[config.mk]
export PLATFORM = sky130hd
export DESIGN_NAME = sfifo_stream_rd
export DESIGN_NICKNAME = d
export VERILOG_FILES = /design/src/rtl/svlib_sfifo_pkg.sv /design/src/rtl/sfifo_rd_buf2.sv /design/src/rtl/sfifo_stream_rd.sv
export SDC_FILE = /design/constraint.sdc
export NUM_CORES = 1
export LEC_CHECK = 0
export BUFFER_PORTS_ARGS = -buffer_cell sky130_fd_sc_hd__buf_4
export CORE_ASPECT_RATIO = 0.75
export CORE_MARGIN = 5
export CORE_UTILIZATION = 56
export CTS_CLUSTER_SIZE = 10
export DETAILED_ROUTE_END_ITERATION = 8
export GPL_ROUTABILITY_DRIVEN = 0
export PLACE_DENSITY = 0.83
export SYNTH_ARGS = -nofsm -noshare
export SYNTH_HDL_FRONTEND = slang
export SYNTH_SLANG_ARGS = --single-unit
[constraint.sdc]
create_clock -name clk -period 3.26 [get_ports clk]
set_input_delay 0 -clock clk [delete_from_list [all_inputs] [get_ports clk]]
set_output_delay 0 -clock clk [all_outputs]
set_load 0.01 [all_outputs]
[src/rtl/svlib_sfifo_pkg.sv]
// Shared types for the sfifo read-side stream adapter, plus a drop-in instantiation macro.
// Optional statistics are enabled by defining SFIFO_STREAM_RD_STAT_EN.
package svlib_sfifo_pkg;

  typedef enum logic [1:0] {
    EMPTY = 2'd0,
    ONE   = 2'd1,
    TWO   = 2'd2
  } buf_st_e;

  localparam int unsigned STAT_W = 32;

  function automatic logic [1:0] buf_occ(input buf_st_e st);
    case (st)
      ONE:     return 2'd1;
      TWO:     return 2'd2;
      default: return 2'd0;
    endcase
  endfunction

endpackage

// Placed next to sfifo_inst; connects by name to the FIFO instance's signals.
`define SFIFO_STREAM_RD_INST(name) sfifo_stream_rd #(.DW(DW)) name (.*);

[src/rtl/sfifo_rd_buf2.sv]
// Two-entry, order-preserving output store for the sfifo stream adapter.
// Head is always the word presented downstream; tail only holds data in state TWO.
module sfifo_rd_buf2
  import svlib_sfifo_pkg::*;
#(
  parameter int unsigned DW = 16
) (
  input  logic          clk,
  input  logic          rstn,
  input  logic          i_clr,
  input  logic          i_push,
  input  logic          i_pop,
  input  logic [DW-1:0] i_wdata,
  output logic          o_valid,
  output logic [DW-1:0] o_data,
  output buf_st_e       o_state
);

  buf_st_e       r_state;
  buf_st_e       w_state_nxt;
  logic [DW-1:0] r_head;
  logic [DW-1:0] r_tail;

  always_ff @(posedge clk or negedge rstn) begin
    if (!rstn) r_state <= EMPTY;
    else       r_state <= w_state_nxt;
  end

  always_comb begin
    w_state_nxt = r_state;
    case (r_state)
      EMPTY: if (i_push) w_state_nxt = ONE;
      ONE: begin
        if (i_push && !i_pop)      w_state_nxt = TWO;
        else if (!i_push && i_pop) w_state_nxt = EMPTY;
      end
      TWO:     if (i_pop && !i_push) w_state_nxt = ONE;
      default: w_state_nxt = EMPTY;
    endcase
    // Clear wins over any same-cycle push; a same-cycle pop was still a legal transfer.
    if (i_clr) w_state_nxt = EMPTY;
  end

  always_comb begin
    o_valid = (r_state != EMPTY);
    o_data  = r_head;
    o_state = r_state;
  end

  always_ff @(posedge clk or negedge rstn) begin
    if (!rstn) begin
      r_head <= '0;
      r_tail <= '0;
    end else if (!i_clr) begin
      case (r_state)
        EMPTY: if (i_push) r_head <= i_wdata;
        ONE: begin
          if (i_push && i_pop) r_head <= i_wdata;
          else if (i_push)     r_tail <= i_wdata;
        end
        TWO: begin
          if (i_pop)  r_head <= r_tail;
          if (i_push) r_tail <= i_wdata;
        end
        default: ;
      endcase
    end
  end

  a_no_overflow: assert property (@(posedge clk) disable iff (!rstn)
    !(r_state == TWO && i_push && !i_pop && !i_clr));

endmodule

[src/rtl/sfifo_stream_rd.sv]
// Read-side adapter: drains a 1-cycle-latency sfifo read port into a valid/ready stream.
// Define SFIFO_STREAM_RD_STAT_EN to add the stat_words / stat_stall counters.
module sfifo_stream_rd
  import svlib_sfifo_pkg::*;
#(
  parameter int unsigned DW = 16
) (
  input  logic          clk,
  input  logic          rstn,
  input  logic          flush,
  input  logic          fifo_empty,
  input  logic [DW-1:0] fifo_rd,
  output logic          fifo_re,
  output logic          fifo_fsh,
  output logic          m_valid,
  output logic [DW-1:0] m_data,
  input  logic          m_ready
`ifdef SFIFO_STREAM_RD_STAT_EN
  ,
  output logic [STAT_W-1:0] stat_words,
  output logic [STAT_W-1:0] stat_stall
`endif
);

  // Stream handshake: a word moves when m_valid and m_ready are both high at a rising
  // edge; once m_valid is high, m_data holds and m_valid stays high until that transfer.

  logic       r_inf;
  logic       r_drop;
  logic       w_pop;
  logic       w_push;
  buf_st_e    w_state;
  logic [1:0] w_occ;
  logic [2:0] w_committed;
  logic [2:0] w_limit;

  assign w_pop  = m_valid & m_ready;
  assign w_push = r_inf & ~r_drop;
  assign w_occ  = buf_occ(w_state);

  // Issue only if buffered plus in-flight words, less this cycle's pop, leave a free slot.
  assign w_committed = {1'b0, w_occ} + {2'b00, r_inf};
  assign w_limit     = 3'd2 + {2'b00, w_pop};
  assign fifo_re     = ~fifo_empty & ~flush & (w_committed < w_limit);
  assign fifo_fsh    = flush;

  always_ff @(posedge clk or negedge rstn) begin
    if (!rstn) begin
      r_inf  <= 1'b0;
      r_drop <= 1'b0;
    end else begin
      r_inf  <= fifo_re;
      r_drop <= flush & r_inf;
    end
  end

  sfifo_rd_buf2 #(.DW(DW)) u_buf (
    .clk     (clk),
    .rstn    (rstn),
    .i_clr   (flush),
    .i_push  (w_push),
    .i_pop   (w_pop),
    .i_wdata (fifo_rd),
    .o_valid (m_valid),
    .o_data  (m_data),
    .o_state (w_state)
  );

`ifdef SFIFO_STREAM_RD_STAT_EN
  logic [STAT_W-1:0] r_stat_words;
  logic [STAT_W-1:0] r_stat_stall;

  always_ff @(posedge clk or negedge rstn) begin
    if (!rstn) begin
      r_stat_words <= '0;
      r_stat_stall <= '0;
    end else if (flush) begin
      r_stat_words <= '0;
      r_stat_stall <= '0;
    end else begin
      if (w_pop)              r_stat_words <= r_stat_words + 1'b1;
      if (m_valid && !m_ready) r_stat_stall <= r_stat_stall + 1'b1;
    end
  end

  assign stat_words = r_stat_words;
  assign stat_stall = r_stat_stall;
`else
  // Statistics compiled out; the stream path is identical either way.
`endif

endmodule

==> flow_summary.json, run 1 <==
{
  "clkPwrFrac": 0.271,
  "drtIter0Drc": 42,
  "firstDrtPassIters": 4,
  "async_flop_share": 1.000,
  "final_common_cell": "buf_4",
  "cellInternalPower_mw": 0.8571,
  "hold_violations": 0,
  "grt_max_degree": 37,
  "required_ns": 3.47,
  "critPathLaunch": "u_buf.o_state[0]",
  "fp-row-count": 17,
  "final_cell_mix": "39 x buf_4, 36 x dfrtp_1, 20 x dlygate4sd3_1",
  "cts_buffers": 5,
  "status": "finished clean",
  "drc_errors": 0,
  "groute.usage.overall": 0.1790,
  "cts.sinks": 36,
  "pwr-share-comb": 0.229,
  "die_w_um": 72.62,
  "worstSetupPathType": "reg -> reg",
  "hpwl_mm": 2.245,
  "synth-main-ff-cell": "dfrtp_1",
  "p_switching_mw": 0.3042,
  "cts_max_path_buffers": 2,
  "crit_path_end": "r_inf",
  "leakagePower_nw": 1.125,
  "antenna_cells": 0,
  "setup_viol": 0,
  "critPathMaxFanout": 17,
  "ant_nets": 0,
  "nFillCells": 178,
  "avgViaCountPerCell": 5.132,
  "initial_core_util": 0.5734,
  "rr_endpoint": "r_inf",
  "routed_wl_mm": 3.534,
  "route.vias.total": 1165,
  "holdWs_ns": 0.05578,
  "tightestPinTransition_ns": 1.213,
  "root_buffer": "clkbuf_8",
  "synthDistinctLibCells": 27,
  "fmax_mhz": 386.2,
  "ys_ff_latch": 36,
  "avgRoutedWirePerCell_um": 15.57,
  "clk_latency_ns": 0.28,
  "sw_frac_of_total": 0.2620,
  "pwr-share-seq": 0.500,
  "synth_edf_count": 0,
  "drv_slew": 0,
  "skew_ns": 0.005991,
  "max_cap_viol_count": 0,
  "die_area_sq_um": 4136,
  "cts_setup_buffers": 0,
  "fp.dieH_um": 56.96,
  "max_slew_margin": 0.1903,
  "yosys_warnings": 0,
  "ios": 40,
  "grt_pass1_vias": 1166,
  "port_buffers": 39,
  "critical_path_arrival_ns": 2.80,
  "final.period_utilization": 0.7942,
  "area_growth_pct": 36.09,
  "syn_nets": 151,
  "hold_path.class": "in -> reg",
  "syn_area_per_cell_sq_um": 12.86,
  "path_clk_slew_ns": 0.06,
  "hp-start": "m_ready",
  "cp-start-kind": "flop",
  "cts_max_level": 2,
  "ys_seq_area_frac": 0.5471,
  "postSynthCellCount": 128,
  "finalCriticalPeriod_ns": 2.589,
  "end_kind": "flop",
  "power_density_nw_per_um2": 518.3,
  "r2r-start": "u_buf.o_state[0]",
  "rsz0062_at_grt": "no",
  "grt_pass1_wl_mm": 5.589,
  "syn_area_sq_um": 1647,
  "core_sq_um": 2872,
  "vdd_ir_drop_max_v": 0.0003515,
  "tns_ns": 0,
  "fin_nets": 211,
  "r2r_setup_slack_ns": 0.67,
  "cts_tree": "yes",
  "layout-drive-gt1-share": 0.3704,
  "worstRegToRegCells": 5,
  "overflow": 0,
  "antenna_found_initial": 0
}
[area by class of cell]
cell class              instances  area, sq um  share of cell area
flip-flops and latches         36        900.9              0.4020
clock inverters                 2        10.01            0.004467
well taps                      38        47.55             0.02122
multi-input cells              85        703.2              0.3138
inverters                       1        3.754            0.001675
clock buffers                   6        82.58             0.03685
repair buffers                 59        493.0              0.2200
[worst min path at each step]
stage,endpoint,cells past startpoint,slack (ns)
after CTS,u_buf.o_state[1],4,0.05
after global routing,u_buf.o_state[1],4,0.07
final,u_buf.o_state[1],4,0.06
after global placement,u_buf.r_tail[12],1,-0.03
after floorplan,r_drop,0,-0.30
after detailed placement,u_buf.o_data[12],1,-0.02
[synth_stat cells, types with 2 or more instances]
master	number	share of area
dfrtp_1	36	0.55
mux2i_1	16	0.097
nand2_1	16	0.036
o21ai_0	16	0.049
mux2_4	10	0.091
mux2_2	6	0.041
nor2_1	3	0.0068
and2b_1	2	0.0091
buf_2	2	0.0061
buf_6	2	0.014
ha_1	2	0.015
nand3b_1	2	0.0091
[worst max-delay path, stage by stage (launching register included)]
cell and delay, ns:
dfrtp_1 0.43, nand2b_2 0.23, inv_2 0.39, ha_1 0.32
a2111oi_0 0.51, dlygate4sd3_1 0.64
[routing by layer]
metal / global-route usage / vias to the layer above / part of all wire
met4: 0.08684 / 0 / 0.024
met1: 0.2254 / 553 / 0.43
met5: 0 / - / 0
met3: 0.04577 / 9 / 0.054
met2: 0.2879 / 35 / 0.49
li1: - / 568 / -
[per-stage QoR]
stage	util	power, mW	worst slack (ns)	area (sq um)	instances
floorplan	-	0.7022	1.114	1647	128
global placement	0.6784	0.8198	1.287	1948	199
detailed placement	0.6784	0.8361	1.163	1948	199
CTS	0.7804	1.172	0.7017	2241	227
global route	0.7804	1.225	0.5567	2241	227
finish	0.7804	1.161	0.6708	2241	227
[power groups by stage]
stage | Sequential, mW | Clock, mW | Combinational [mW]
floorplan | 0.599 | 0 | 0.103
global placement | 0.581 | 0 | 0.238
detailed placement | 0.588 | 0 | 0.248
CTS | 0.580 | 0.324 | 0.268
global route | 0.590 | 0.346 | 0.288
finish | 0.581 | 0.315 | 0.266
[cell families after synthesis]
| group | count (synthesis) | share of synthesized area |
|---|---|---|
| flops | 36 | 0.5471 |
| buf+inv | 7 | 0.02963 |
| mux | 32 | 0.2295 |
| compound gates | 21 | 0.07295 |
| xor+xnor | 1 | 0.005320 |
| fa+ha+maj | 2 | 0.01520 |
| simple gates | 29 | 0.1003 |
[registers in the layout (all words and copies together) (netlist names)]
register,count
r_drop,1
u_buf.o_state,2
r_inf,1
u_buf.o_data,16
u_buf.r_tail,16
[repair_timing]
item | 4_1_cts | 5_1_grt
endpoints found under the hold margin | 55 | 0
gates resized for setup | 0 | 0
endpoints found under the setup margin | 0 | 0
hold buffers | 20 | 0
No activity file was read; power rests on OpenSTA's default activity.
==> inputs of run 2 (changes only) <==
- ABC_AREA: default -> 1
- CORE_UTILIZATION: 56 -> 48
- PLACE_DENSITY: 0.83 -> 0.75
- clock period: 3.26 -> 2.3 ns (I/O delays scaled with it)
==> flow_summary.json, run 2 <==
{
  "status": "finished clean",
  "initial_core_util": 0.4904,
  "drc_errors": 0,
  "antenna_cells": 0,
  "antenna_found_initial": 0,
  "synth_xor_area_frac": 0,
  "path_clk_slew_ns": 0.07,
  "met2_length_mm": 1.574,
  "cts_max_path_buffers": 2,
  "routed_wl_mm": 3.725,
  "vdd_ir_drop_max_v": 0.0004422,
  "ys_seq_area_frac": 0.5117,
  "synth_fa_ha_area_frac": 0.01421,
  "synth-simple-area-share": 0.2765,
  "rsz0062_at_grt": "no",
  "hold_path.class": "in -> reg",
  "critPathMaxFanout": 32,
  "setup_viol": 0,
  "die_area_sq_um": 4991,
  "area_growth_pct": 33.33,
  "synth_top_area_share": 0.5117,
  "synthMuxAreaShare": 0,
  "nFillCells": 302,
  "synth_top_area_cell": "dfrtp_1",
  "synth-main-ff-cell": "dfrtp_1",
  "groute.usage.overall": 0.1653,
  "die_w_um": 79.93,
  "layout-drive-gt1-share": 0.2117,
  "fmax_mhz": 550.4,
  "top_layer": "met4",
  "hold_violations": 0,
  "dp_cells": 299,
  "synthDistinctLibCells": 22,
  "grt_pass1_wl_mm": 6.396,
  "ant_nets": 0,
  "synth_edf_count": 0,
  "syn_area_sq_um": 1760,
  "max_cap_viol_count": 0,
  "port_buffers": 39,
  "max_slew_margin": 0.6227,
  "cts_max_level": 2,
  "hpwl_mm": 2.604,
  "overflow": 0,
  "root_buffer": "clkbuf_8",
  "grt_pass1_vias": 1375,
  "drt-met1-wl_mm": 1.843,
  "final.period_utilization": 0.7899,
  "drv_slew": 0,
  "worstSetupPathType": "reg -> reg",
  "avgViaCountPerCell": 4.595,
  "fp.dieH_um": 62.45,
  "wl_met3_um": 227,
  "required_ns": 2.49,
  "synthTopCellsByCount": "76 x nand2_1, 36 x dfrtp_1, 22 x inv_1, 21 x nand3_1, 19 x o21ai_0",
  "final_common_cell": "nand2_1",
  "yosys.cell_count.top_type": "nand2_1",
  "synthTopCellsByArea": "dfrtp_1 51%, nand2_1 16%, nand3_1 6.0%",
  "cts_resized": 0,
  "syn_area_per_cell_sq_um": 8.150,
  "clk_latency_ns": 0.29,
  "power_density_nw_per_um2": 1027,
  "tightestPinTransition_ns": 0.5652,
  "ios": 40,
  "route.vias.total": 1498,
  "fp-row-count": 19,
  "yosys_warnings": 0,
  "synth_compound_area_frac": 0.1087,
  "firstDrtPassIters": 4,
  "cts.sinks": 36,
  "grt_max_degree": 37,
  "cts_buffers": 5,
  "skew_ns": 0.003146,
  "final_cell_mix": "76 x nand2_1, 41 x buf_4, 36 x dfrtp_1, 22 x inv_1, 21 x nand3_1",
  "synth_top_family_by_area": "simple AND/OR/NAND/NOR gates",
  "syn_nets": 239,
  "fin_nets": 296,
  "cp-start-kind": "flop",
  "core_sq_um": 3590,
  "drtIter0Drc": 81,
  "critical_path_arrival_ns": 2.01,
  "finalCriticalPeriod_ns": 1.817,
  "postSynthCellCount": 216,
  "tns_ns": 0,
  "avgRoutedWirePerCell_um": 11.43,
  "async_flop_share": 1.000,
  "cts_tree": "yes",
  "fin_cells": 326,
  "leakagePower_nw": 1.227,
  "end_kind": "flop",
  "ys_ff_latch": 36
}
[run 2: cell types whose count changed after synthesis, sizes merged, moves of 3 or more]
| cell | change |
|---|---|
| inv | +23 |
| o21ai | +17 |
| nand3b | -3 |
| buf | +4 |
| mux2i | -16 |
| nand3 | +22 |
| nand2 | +62 |
| mux2 | -16 |
[run 2: final timing paths]
path                                  start                to  slack [ns]  cells after the start
max reg2reg                u_buf.o_state[0]  u_buf.r_tail[12]        0.48                      6
min reg2reg                 u_buf.o_data[8]   u_buf.o_data[8]        0.47                      2
min                                 m_ready  u_buf.o_state[1]        0.11                      4
min in group asynchronous              rstn  u_buf.o_state[0]        0.19                      2
max in group asynchronous              rstn   u_buf.o_data[0]        1.78                      2
max                        u_buf.o_state[0]  u_buf.r_tail[12]        0.48                      6
[run 2: cell families (layout without fill, tap and decap cells)]
family                   after synthesis  after routing
flip-flops                            36             36
AO/OA/AOI/OAI                         36             36
buffers and inverters                 34             92
adder cells (fa/ha/maj)                2              2
AND/OR/NAND/NOR                      108            108
[run 2: final cells by class]
class	instances	area (sq um)	area share
clock buffer	8	90.09	0.03838
inverter	24	90.09	0.03838
multi-input combinational	146	703.2	0.2996
sequential	36	900.9	0.3838
tap	52	65.06	0.02772
timing repair buffer	60	498.0	0.2122
[run 2: where the power goes]
| group | switching (mW) | internal, mW |
|---|---|---|
| sequential | 0.151 | 0.899 |
| clock | 0.208 | 0.244 |
| combinational | 0.499 | 0.411 |
[run 2: worst max-delay path, cell delays in order (launching register included)]
cell and delay (ns):
dfrtp_1 0.45, inv_2 0.11, nor2_4 0.12, o21ai_4 0.15, nand2_1 0.11, nand3_2 0.44, o21ai_0 0.34
[run 2: what timing repair did]
item                                   CTS  global route
endpoints found under the hold margin   54             0
setup buffers                            0             0
hold buffers                            19             0
[run 2: per-stage QoR]
step / util / setup WS, ns / power (mW) / area (sq um) / hold WS, ns
after CTS: 0.6539 / 0.4821 / 2.437 / 2347 / 0.1032
after global routing: 0.6539 / 0.2561 / 2.608 / 2347 / 0.1445
after floorplan: - / 0.7631 / 1.596 / 1760 / -0.2956
after detailed placement: 0.5758 / 0.5165 / 1.953 / 2067 / -0.02334
final: 0.6539 / 0.4833 / 2.412 / 2347 / 0.1076
after global placement: 0.5758 / 0.5846 / 1.914 / 2067 / -0.02059
[run 2: layer usage]
metal  track usage  up-vias
met3       0.03314        8
met5             0        -
met2        0.2283       36
li1              -      796
met4       0.07595        0
met1        0.2470      658
